===== config.mk =====
export PLATFORM = sky130hd
export DESIGN_NAME = mc_control_fsm
export DESIGN_NICKNAME = d
export VERILOG_FILES = /design/src/rtl/mc_control_fsm.sv
export SDC_FILE = /design/constraint.sdc
export NUM_CORES = 1
export LEC_CHECK = 0
export ABC_AREA = 1
export CORE_UTILIZATION = 49
export DETAILED_ROUTE_END_ITERATION = 6
export PLACE_DENSITY = 0.81
export SLEW_MARGIN = 15
export SYNTH_ARGS = -nofsm -noshare
export SYNTH_HDL_FRONTEND = slang
export SYNTH_SLANG_ARGS = --single-unit

===== constraint.sdc =====
create_clock -name clk -period 2.6 [get_ports clk]
set_input_delay 0.26 -clock clk [delete_from_list [all_inputs] [get_ports clk]]
set_output_delay 0.26 -clock clk [all_outputs]
set_load 0.02 [all_outputs]

===== src/rtl/mc_control_fsm.sv =====
// Main control FSM for the multi-cycle MIPS datapath: Moore decode of the current
// state into register enables and mux selects. Define MC_MEM_WAIT_EN for memory wait states.
module mc_control_fsm #(
    parameter int OP_W = 6,
    parameter int ST_W = 4
) (
    input  logic            clk,
    input  logic            reset,
    input  logic [OP_W-1:0] opcode,
`ifdef MC_MEM_WAIT_EN
    input  logic            mem_ready,
`endif
    output logic            pc_write,
    output logic            pc_write_cond,
    output logic            iord,
    output logic            mem_read,
    output logic            mem_write,
    output logic            ir_write,
    output logic            mem_to_reg,
    output logic            reg_dst,
    output logic            reg_write,
    output logic            alu_src_a,
    output logic [1:0]      alu_src_b,
    output logic [1:0]      alu_op,
    output logic [1:0]      pc_source,
    output logic [ST_W-1:0] state
);

    typedef enum logic [ST_W-1:0] {
        S_FETCH     = ST_W'(0),
        S_DECODE    = ST_W'(1),
        S_MEM_ADDR  = ST_W'(2),
        S_MEM_READ  = ST_W'(3),
        S_MEM_WB    = ST_W'(4),
        S_MEM_WRITE = ST_W'(5),
        S_EXECUTE   = ST_W'(6),
        S_ALU_WB    = ST_W'(7),
        S_BRANCH    = ST_W'(8),
        S_JUMP      = ST_W'(9),
        S_ADDI_EX   = ST_W'(10),
        S_ADDI_WB   = ST_W'(11)
    } state_t;

    typedef struct packed {
        logic       pc_write;
        logic       pc_write_cond;
        logic       iord;
        logic       mem_read;
        logic       mem_write;
        logic       ir_write;
        logic       mem_to_reg;
        logic       reg_dst;
        logic       reg_write;
        logic       alu_src_a;
        logic [1:0] alu_src_b;
        logic [1:0] alu_op;
        logic [1:0] pc_source;
    } ctrl_t;

    localparam logic [OP_W-1:0] OP_RTYPE = OP_W'(6'b000000);
    localparam logic [OP_W-1:0] OP_J     = OP_W'(6'b000010);
    localparam logic [OP_W-1:0] OP_BEQ   = OP_W'(6'b000100);
    localparam logic [OP_W-1:0] OP_ADDI  = OP_W'(6'b001000);
    localparam logic [OP_W-1:0] OP_LW    = OP_W'(6'b100011);
    localparam logic [OP_W-1:0] OP_SW    = OP_W'(6'b101011);

    state_t state_q, state_d;
    ctrl_t  ctrl_q, ctrl_v;
    logic   mem_rdy;
    logic   fetch_wait;

`ifdef MC_MEM_WAIT_EN
    assign mem_rdy = mem_ready;
`else
    assign mem_rdy = 1'b1;
`endif

    // Control word for a given state; unused codes decode to all zeros.
    function automatic ctrl_t ctrl_of(input state_t s);
        ctrl_t c;
        c = '0;
        case (s)
            S_FETCH: begin
                c.mem_read  = 1'b1;
                c.ir_write  = 1'b1;
                c.alu_src_b = 2'b01;
                c.pc_write  = 1'b1;
            end
            S_DECODE: c.alu_src_b = 2'b11;
            S_MEM_ADDR, S_ADDI_EX: begin
                c.alu_src_a = 1'b1;
                c.alu_src_b = 2'b10;
            end
            S_MEM_READ: begin
                c.mem_read = 1'b1;
                c.iord     = 1'b1;
            end
            S_MEM_WB: begin
                c.reg_write  = 1'b1;
                c.mem_to_reg = 1'b1;
            end
            S_MEM_WRITE: begin
                c.mem_write = 1'b1;
                c.iord      = 1'b1;
            end
            S_EXECUTE: begin
                c.alu_src_a = 1'b1;
                c.alu_op    = 2'b10;
            end
            S_ALU_WB: begin
                c.reg_dst   = 1'b1;
                c.reg_write = 1'b1;
            end
            S_BRANCH: begin
                c.alu_src_a     = 1'b1;
                c.alu_op        = 2'b01;
                c.pc_source     = 2'b01;
                c.pc_write_cond = 1'b1;
            end
            S_JUMP: begin
                c.pc_source = 2'b10;
                c.pc_write  = 1'b1;
            end
            S_ADDI_WB: c.reg_write = 1'b1;
            default: c = '0;
        endcase
        return c;
    endfunction

    always_comb begin
        state_d = S_FETCH;
        case (state_q)
            S_FETCH: state_d = mem_rdy ? S_DECODE : S_FETCH;
            S_DECODE: begin
                case (opcode)
                    OP_LW, OP_SW: state_d = S_MEM_ADDR;
                    OP_RTYPE:     state_d = S_EXECUTE;
                    OP_BEQ:       state_d = S_BRANCH;
                    OP_J:         state_d = S_JUMP;
                    OP_ADDI:      state_d = S_ADDI_EX;
                    default:      state_d = S_FETCH;
                endcase
            end
            S_MEM_ADDR:  state_d = (opcode == OP_SW) ? S_MEM_WRITE : S_MEM_READ;
            S_MEM_READ:  state_d = mem_rdy ? S_MEM_WB : S_MEM_READ;
            S_MEM_WRITE: state_d = mem_rdy ? S_FETCH : S_MEM_WRITE;
            S_EXECUTE:   state_d = S_ALU_WB;
            S_ADDI_EX:   state_d = S_ADDI_WB;
            default:     state_d = S_FETCH;
        endcase
    end

    // Control word is registered alongside the state so outputs come straight from flops.
    always_ff @(posedge clk) begin
        if (reset) begin
            state_q <= S_FETCH;
            ctrl_q  <= ctrl_of(S_FETCH);
        end else begin
            state_q <= state_d;
            ctrl_q  <= ctrl_of(state_d);
        end
    end

    // Reset blanks every strobe immediately; a fetch waiting on memory must not latch IR or bump PC.
    assign ctrl_v     = reset ? '0 : ctrl_q;
    assign fetch_wait = (state_q == S_FETCH) && !mem_rdy;

    assign pc_write      = ctrl_v.pc_write && !fetch_wait;
    assign ir_write      = ctrl_v.ir_write && !fetch_wait;
    assign pc_write_cond = ctrl_v.pc_write_cond;
    assign iord          = ctrl_v.iord;
    assign mem_read      = ctrl_v.mem_read;
    assign mem_write     = ctrl_v.mem_write;
    assign mem_to_reg    = ctrl_v.mem_to_reg;
    assign reg_dst       = ctrl_v.reg_dst;
    assign reg_write     = ctrl_v.reg_write;
    assign alu_src_a     = ctrl_v.alu_src_a;
    assign alu_src_b     = ctrl_v.alu_src_b;
    assign alu_op        = ctrl_v.alu_op;
    assign pc_source     = ctrl_v.pc_source;
    assign state         = state_q;

    a_mem_excl: assert property (@(posedge clk) !(mem_read && mem_write));
    a_wr_excl:  assert property (@(posedge clk) !(reg_write && ir_write));

endmodule

==> impl_metrics.csv <==
group,metric,value,unit
cts,postCtsHoldBufs,0,
layout,nets,179,
cts,cts_sinks,18,
synth,synth_xor_area_share,0,%
critical_path,worstSetupPathType,"input pin to primary output",
drt,wl_per_cell,9.28,microns
timing,finalCritPeriodShare,81.4,%
timing,worst_slack,0.484,ns
floorplan,die_area,2130,sq um
synth,synth_commonest_cells,"nor2_1, inv_1, nand2_1",
synth,synth-compound-area-share,2.49,%
worst_hold_path,hold_start,"state[1]",
critical_path,crit_start,"reset",
layout,drive_gt1_share,12.9,%
timing,fin_skew,0.0114,ns
critical_path,cpMostUsedCell,"clkdlybuf4s50_1",
global_route,first_global_vias,753,
timing,slew-limit-headroom,66.2,%
synth,synthSimpleGateAreaFrac,44.7,%
timing,period_minus_slack,2.12,ns
cts,clock-root-buffer,"clkbuf_4",
layout,finish.utilization,71.6,%
status,status,"finished, final reports clean",
timing,setup_viol,0,
cts,h-tree-depth,1,
layout,syn2layout_area_growth,33.7,%
synth,synthMuxAreaShare,0,%
cts,cts_resized,0,
pwr,peakVddDrop,0.350,mV
timing,drv_slew,0,
synth,yosysTopAreaCellShare,37.7,%
critical_path,critPathArrivalTime,1.86,ns
critical_path,worstSetupStartpointType,"input pin",
synth,synth-async-reset-ratio,0,%
global_route,track_usage,20.2,%
synth,syn_nets,150,
placement,dp_hpwl,1540,microns
critical_path,crit_path_max_incr_delay,0.67,ns
timing,worst_slew_pin_slew,0.506,ns
global_route,grt_max_degree,17,
drt,drc_errors,0,
synth,synthesis.area,955,sq um
critical_path,r2r_slack,1.15,ns
synth,yosysSeqAreaShare,37.7,%
floorplan,die_y,46.1,microns
pwr,p_leak,0.604,nW
synth,synth.area.top_cells,"dfxtp_1, nor2_1, inv_1",
critical_path,required,2.34,ns
floorplan,design.core.area,1780,sq um
floorplan,num_io_pins,28,
global_route,grt_pass1_wl,3050,microns
placement,place.gp.congestion,0.860,
critical_path,setup.worst_path.end,"pc_write_cond",
synth,synth_top_cell_by_area,"dfxtp_1",
critical_path,crit_cells,3,
critical_path,crit_slowest_cell,"clkdlybuf4s50_1",
synth,ys_seq_elements,18,
critical_path,crit_family,"buffers and inverters",
layout,antenna_cells,0,
critical_path,crit_fanout,16,
critical_path,crit_buf_inv,2,
placement,place_ws,0.454,ns
critical_path,r2r-end,"ctrl_q[4]",
global_route,overflow,0,
floorplan,start_util,53.5,%
pwr,power_density,437,nW/um^2
drt,drt-pass1-iter-count,4,
synth,yosysMostFrequentCell,"nor2_1",
synth,ys.flop_type,"dfxtp_1",
drt,routed_via_density,4.50,
timing,setup_tns,0,ns
timing,max_freq,472,MHz
cts,worstSkewPairLatency,0.30,ns
cts,cts_tree,"built",
synth,ys_types,19,
floorplan,die_width,46.1,microns
cts,numCtsBuffers,3,
cts,cts_setup_buffers,0,
synth,synth_fa_ha_area_share,0,%
critical_path,reg2reg_from,"state[1]",
drt,dr_total_vias,878,
drt,wirelength,1810,microns
synth,avgSynthCellArea,6.72,sq um
flow_run,drv_cap,0,
drt,drt-initial-drc-count,10,
floorplan,rows,15,
worst_hold_path,min_path_type,"flop to flop",
timing,rsz0062_at_grt,"no",
critical_path,crit_path_end_kind,"primary output",
critical_path,rr_worst_depth,9,
synth,synth_top_family_by_area,"simple AND/OR/NAND/NOR gates",
global_route,grt_antenna_before_repair,0,
synth,synth_edf_count,0,
drt,antenna_left,0,
timing,finalHoldViolCount,0,
placement,portBuffers,27,
critical_path,path_cells,"clkdlybuf4s50_1 > nor2_1 > clkdlybuf4s50_1",
synth,ys_warn_count,0,
synth,netlist_instances,142,
cts,path_clk_slew,0.10,ns
layout,fillers,150,
cts,clockBufferDepth,2,
==> power by group <==
part	leakage, nW	switching [mW]	internal, mW	total, mW
clock network	0.0210	0.0802	0.0855	0.166
registers	0.147	0.00482	0.285	0.290
logic	0.437	0.0583	0.0442	0.102
total	0.604	0.143	0.415	0.558
==> sequential cells by signal, indices dropped and copies added (netlist names) <==
name	flops
ctrl_q	14
state	4
==> logic make-up (layout without fill, tap and decap cells) <==
| logic type | Yosys count | in the layout |
|---|---|---|
| flops | 18 | 18 |
| buf+inv | 36 | 64 |
| simple gates | 85 | 85 |
| compound gates | 3 | 3 |
==> cells in the final DEF (no fill, tap or decap), drive strengths merged <==
cell type and n:
nand4 1, a21oi 2, inv 32, nor2 37, nand3b 1, clkbuf 4, nor3 4, buf 1
a31oi 1, dfxtp 18, nand3 15, nand2 27, clkdlybuf4s50 27
==> area by class of cell <==
class	count	area, sq um	share of cell area (%)
Timing Repair Buffer	28	278	21.8
Tap cell	25	31.3	2.45
Inverter	32	120	9.41
Sequential cell	18	360	28.2
Clock buffer	4	36.3	2.84
Multi-Input combinational cell	88	450	35.3
==> stage by stage <==
| stage | cell area (sq um) | hold slack [ns] | std cells | power [mW] |
|---|---|---|---|---|
| after floorplan | 955 | 0.436 | 142 | 0.360 |
| after CTS | 1280 | 0.585 | 195 | 0.563 |
| final | 1280 | 0.589 | 195 | 0.558 |
| after detailed placement | 1240 | 0.555 | 191 | 0.399 |
| after global routing | 1280 | 0.625 | 195 | 0.581 |
| after global placement | 1240 | 0.546 | 191 | 0.397 |
==> worst min path at each step <==
stage	to	slack, ns	cells after the start
finish	ctrl_q[13]	0.59	2
global route	ctrl_q[13]	0.63	2
CTS	ctrl_q[13]	0.58	2
detailed placement	ctrl_q[13]	0.55	2
global placement	ctrl_q[13]	0.55	2
floorplan	ctrl_q[10]	0.44	2
==> per-layer routing <==
metal	wire length (microns)	share of wire, %	GRT usage (%)
met2	930	51	34.6
met4	40	2.2	8.82
met1	774	43	23.7
met5	0	0	0
met3	65	3.6	4.71
==> worst reg2reg max path: stages (launching register included) <==
cell and delay, ns:
dfxtp_1 0.39, inv_1 0.11, nor2_1 0.13, nand2_1 0.12, nor2_1 0.15, a21oi_2 0.06, nand2_2 0.14, nor2_4 0.05
nand2_2 0.08, nand3_1 0.08
Note: power is estimated with default switching activity, not from simulation.
